## config.mk

```make
export PLATFORM = sky130hd
export DESIGN_NAME = cdc_a2s_sync_rx
export DESIGN_NICKNAME = d
export VERILOG_FILES = /design/src/rtl/cdc_a2s_sync_rx.sv
export SDC_FILE = /design/constraint.sdc
export NUM_CORES = 1
export LEC_CHECK = 0
export ABC_AREA = 1
export BUFFER_PORTS_ARGS = -buffer_cell sky130_fd_sc_hd__buf_4
export CORE_MARGIN = 3
export CORE_UTILIZATION = 60
export CTS_BUF_LIST = sky130_fd_sc_hd__clkbuf_4
export CTS_CLUSTER_SIZE = 20
export DETAILED_ROUTE_END_ITERATION = 10
export PLACE_DENSITY = 0.92
export SLEW_MARGIN = 20
export SYNTH_ARGS = -nofsm -noshare
export SYNTH_HDL_FRONTEND = slang
export SYNTH_SLANG_ARGS = --single-unit
```

## constraint.sdc

```tcl
create_clock -name CLK -period 10.2 [get_ports CLK]
set_input_delay 2.04 -clock CLK [delete_from_list [all_inputs] [get_ports CLK]]
set_output_delay 2.04 -clock CLK [all_outputs]
set_load 0.02 [all_outputs]
```

## src/rtl/cdc_a2s_sync_rx.sv

```systemverilog
// cdc_a2s_sync_rx
// Clocked-side receive stage of the async-to-sync CDC. Words arrive on Din
// under the Si/So four-phase level handshake and go into a small FIFO.
// Downstream reads them on a valid/ready interface with first-word
// fall-through. So is registered, and it also acts as backpressure, so the
// CDC never presents a word that the FIFO has no room for.
//
// Optional feature: define CDC_RX_CNT_EN to build the saturating
// accepted-word counter on rx_count. Without it, rx_count is tied to 0.

module cdc_a2s_sync_rx #(
    parameter int DW    = 64,
    parameter int DEPTH = 4,
    parameter int CNT_W = 32
) (
    input  logic             CLK,
    input  logic             RESET,
    input  logic [DW-1:0]    Din,
    input  logic             Si,
    output logic             So,
    output logic [DW-1:0]    m_data,
    output logic             m_valid,
    input  logic             m_ready,
    output logic [CNT_W-1:0] rx_count
);

    localparam int AW = $clog2(DEPTH);
    localparam int CW = AW + 1;
    localparam logic [CW-1:0] DEPTH_C = CW'(DEPTH);

    localparam logic [1:0] IDLE   = 2'd0;
    localparam logic [1:0] ACTIVE = 2'd1;
    localparam logic [1:0] STALL  = 2'd2;

    logic [DW-1:0] mem [DEPTH];
    logic [AW-1:0] wr_ptr;
    logic [AW-1:0] rd_ptr;
    logic [CW-1:0] count;
    logic [CW-1:0] count_next;
    logic [1:0]    state;
    logic [1:0]    state_next;
    logic          push;
    logic          pop;
    logic          space;

    // Handshake qualifiers and the fill level one cycle ahead
    always_comb begin
        push       = Si & So;
        pop        = m_valid & m_ready;
        count_next = count + CW'(push) - CW'(pop);
        space      = (count_next < DEPTH_C);
    end

    assign m_valid = (count != '0);
    assign m_data  = mem[rd_ptr];

    // State decode: So is high only in ACTIVE; STALL records that Si is up but the FIFO is full
    always_comb begin
        state_next = state;
        case (state)
            IDLE: begin
                if (Si) state_next = space ? ACTIVE : STALL;
            end
            ACTIVE: begin
                if (!Si)        state_next = IDLE;
                else if (!space) state_next = STALL;
            end
            STALL: begin
                if (!Si)       state_next = IDLE;
                else if (space) state_next = ACTIVE;
            end
            default: state_next = IDLE;
        endcase
    end

    // State register with a dedicated So flop so the acknowledge is glitch-free
    always_ff @(posedge CLK or posedge RESET) begin
        if (RESET) begin
            state <= IDLE;
            So    <= 1'b0;
        end else begin
            state <= state_next;
            So    <= (state_next == ACTIVE);
        end
    end

    // Pointers wrap naturally; the separate count register tells full from empty
    always_ff @(posedge CLK or posedge RESET) begin
        if (RESET) begin
            wr_ptr <= '0;
            rd_ptr <= '0;
            count  <= '0;
        end else begin
            if (push) wr_ptr <= wr_ptr + 1'b1;
            if (pop)  rd_ptr <= rd_ptr + 1'b1;
            count <= count_next;
        end
    end

    // Storage is cleared on reset so that m_data reads 0 until the first word lands
    always_ff @(posedge CLK or posedge RESET) begin
        if (RESET) begin
            for (int i = 0; i < DEPTH; i++) mem[i] <= '0;
        end else if (push) begin
            mem[wr_ptr] <= Din;
        end
    end

`ifdef CDC_RX_CNT_EN
    // Accepted-word counter, holds at all-ones instead of wrapping
    always_ff @(posedge CLK or posedge RESET) begin
        if (RESET) begin
            rx_count <= '0;
        end else if (push && (rx_count != {CNT_W{1'b1}})) begin
            rx_count <= rx_count + CNT_W'(1);
        end
    end
`else
    assign rx_count = '0;
`endif

endmodule

```

==> results by group <==
Clocking
  • Post-CTS Setup Bufs: 0
  • PostCTS Resize Cnt: 0
  • H-tree levels: 3
  • CTS tree: built
  • Total clock sinks: 266
  • Worst-path clk slew: 0.06 ns
  • Hold_buf cts: 0
  • Clk_lat worst skew: 0.64 ns
  • CTS Buf Count: 71
  • Clock Path Buffers: 3
  • Root buf cell: clkbuf_4

Logic synthesis
  • #FFs+latches synth: 266
  • Syn Inst Count: 1476
  • Avg Cell Area, Syn: 8.37 µm²
  • Ys Warns: 0
  • Ys flop type: dfrtp_1
  • Synth unique cells: 21
  • EDFF count, synth: 0
  • Seq/Total Area, Yosys: 53.9%
  • Synth area leader: dfrtp_1
  • Synth top area share: 53.9%
  • Synth Cell Area: 12400 µm²
  • Post-synth ARST share: 100%
  • Leading post-synthesis cells by cell area: dfrtp_1, nand2_1, o21ai_0

Cells and area
  • Final core occ: 70.1%
  • Layout cells sized above 1: 17.8%
  • Fin nets: 1666
  • # fillers: 1529
  • Area Overhead vs Synth: 12.6%

Power and ir drop
  • Sw frac: 41.5%
  • Cell leakage power: 7.35 nW
  • Sw power: 1.99 mW
  • Max VDD drop: 0.000232 V
  • P_int: 2.81 mW
  • Clock share of power: 18.3%
  • Combinational power share: 43.3%
  • Sequential share of power: 38.4%
  • Pwr/cell area: 345 nW/µm²

Global route
  • Initial antenna violation count: 1
  • Largest net degree at the start of global routing: 131
  • GRT Total Usage: 24.7%
  • Number of global-route vias before repair: 9853
  • First-pass GRT wire length: 45.4 mm
  • Gr ovfl total: 0

Timing
  • Final setup violating endpoints: 0
  • Final worst-path cycle share: 50.9%
  • Slew headroom: 26.9%
  • Worst hold slack: 0.479 ns
  • Fin. Hold Viols: 0
  • Fmax: 193 MHz
  • Final Max Tran Viols: 0
  • Tmin final: 5.19 ns
  • RSZ-0062 raised after global routing: false
  • Final setup skew: 0.0283 ns
  • Slew of the pin with the lowest slew margin: 1.10 ns
  • TNS Setup: 0 ns

Floorplan
  • CORE AREA: 19800 µm²
  • IO Count: 166
  • Chip Height: 150 µm
  • Initial Utilization: 62.3%
  • Die X: 150 µm
  • Cell Rows: 51
  • Die Area: 22400 µm²

Drt
  • DR DRC count: 0
  • Post-Route WL: 26.9 mm
  • WL/cell: 14.1 µm
  • Vias per Instance: 5.28
  • Initial drt markers: 679
  • DR pass1 iterations: 5
  • Routed Antenna Nets: 0
  • Vias: 10000

Worst setup path
  • CP startpoint kind: flip-flop
  • Critical Path, Cell by Cell: inv_6 > buf_4 > nand2_1 > o211ai_1 > nand2_1 > buf_4
  • Crit path largest cell delay: 0.97 ns
  • Worst Path Arrival: 3.15 ns
  • Slowest CP cell: buf_4
  • Crit path from: rd_ptr[0]
  • WS Path Type: reg2out
  • Crit end category: primary output
  • Worst flop-to-flop path startpoint: wr_ptr[1]
  • CP required: 8.16 ns
  • CP Max Fanout: 99

Place
  • Post-DP HPWL: 15.8 mm
  • IO buf count: 133
  • Gpl congestion: 0.755

Min path
  • Hold path startpoint: mem[218]
  • Hold Path Class: reg2reg

Job
  • Max-cap viol count: 0

Run status
  • Status: finished, final reports clean
## through the flow
stage	instance area (µm²)	worst slack [ns]	total power [mW]	instances
after floorplan	12500	0.835	3.30	1507
after global placement	13100	5.68	3.84	1783
after detailed placement	13100	5.61	3.94	1783
after CTS	13900	4.96	4.84	1902
after global routing	13900	4.70	5.21	1903
final	13900	5.01	4.80	1903
## final cells by class
type	instances	area, µm²	share of cell area (%)
clock buffers	106	796	5.72
diodes	1	2.50	0.0180
multi-input cells	970	4470	32.1
inverters	140	538	3.87
well taps	265	332	2.38
flip-flops and latches	266	6660	47.9
clock inverters	13	48.8	0.351
repair buffers	142	1070	7.66
## layer usage
| metal | global-route usage (%) | wire [µm] | vias to the layer above |
|---|---|---|---|
| met1 | 33.4 | 11600 | 4729 |
| li1 | - | - | 4915 |
| met3 | 5.27 | 1770 | 49 |
| met2 | 39.8 | 13000 | 351 |
| met5 | 0 | 0 | - |
| met4 | 9.02 | 526 | 0 |
## layout by cell type (no fill, tap or decap), drive strengths merged
cell	count
fa	1
nor2	132
inv	144
nand2	407
xor2	1
nand3	6
clkinv	9
diode	1
ha	6
o211ai	64
conb	32
clkbuf	106
o21ai	321
buf	142
dfrtp	266
## power by group through the flow
stage | clock [mW] | sequential [mW] | combinational, mW
finish | 0.878 | 1.85 | 2.08
CTS | 0.902 | 1.84 | 2.09
global route | 0.969 | 1.90 | 2.34
detailed placement | 0 | 1.86 | 2.08
floorplan | 0 | 1.76 | 1.55
global placement | 0 | 1.83 | 2.01
## cell families after synthesis
kind of cell | after synthesis | synth area share [%]
DFF | 266 | 53.9
other | 1 | 0.0303
and+or+nand+nor | 545 | 17.2
adders and majority gates | 7 | 0.769
AOI/OAI and AO/OA | 385 | 16.9
buffers and inverters | 271 | 11.2
xor gates and xnor gates | 1 | 0.0709
## worst paths after layout
check / to / slack (ns) / cells past startpoint
max reg2reg: mem[157] / 7.94 / 6
max: m_data[0] / 5.01 / 6
min reg2reg: mem[218] / 0.48 / 2
max in group asynchronous: mem[121] / 6.39 / 4
min: mem[218] / 0.48 / 2
min in group asynchronous: mem[199] / 1.56 / 2
## state kept, by name, indices dropped and copies added, names as in the netlist
signal,count
So,1
count,3
mem,256
rd_ptr,2
state,2
wr_ptr,2
## Yosys cell counts, drive strengths merged, types with 6 or more instances
cell	count
dfrtp	266
nand3	6
nor2	132
o211ai	64
clkbuf	12
o21ai	321
nand2	407
buf	119
inv	140
ha	6
## critical path: cells and delay by family, from the launching register on
kind	cells	cell delay [ns]
compound gates	1	0.15
buf+inv	3	1.65
flops	1	0.43
simple gates	2	0.26
No activity file was read; power rests on OpenSTA's default activity.
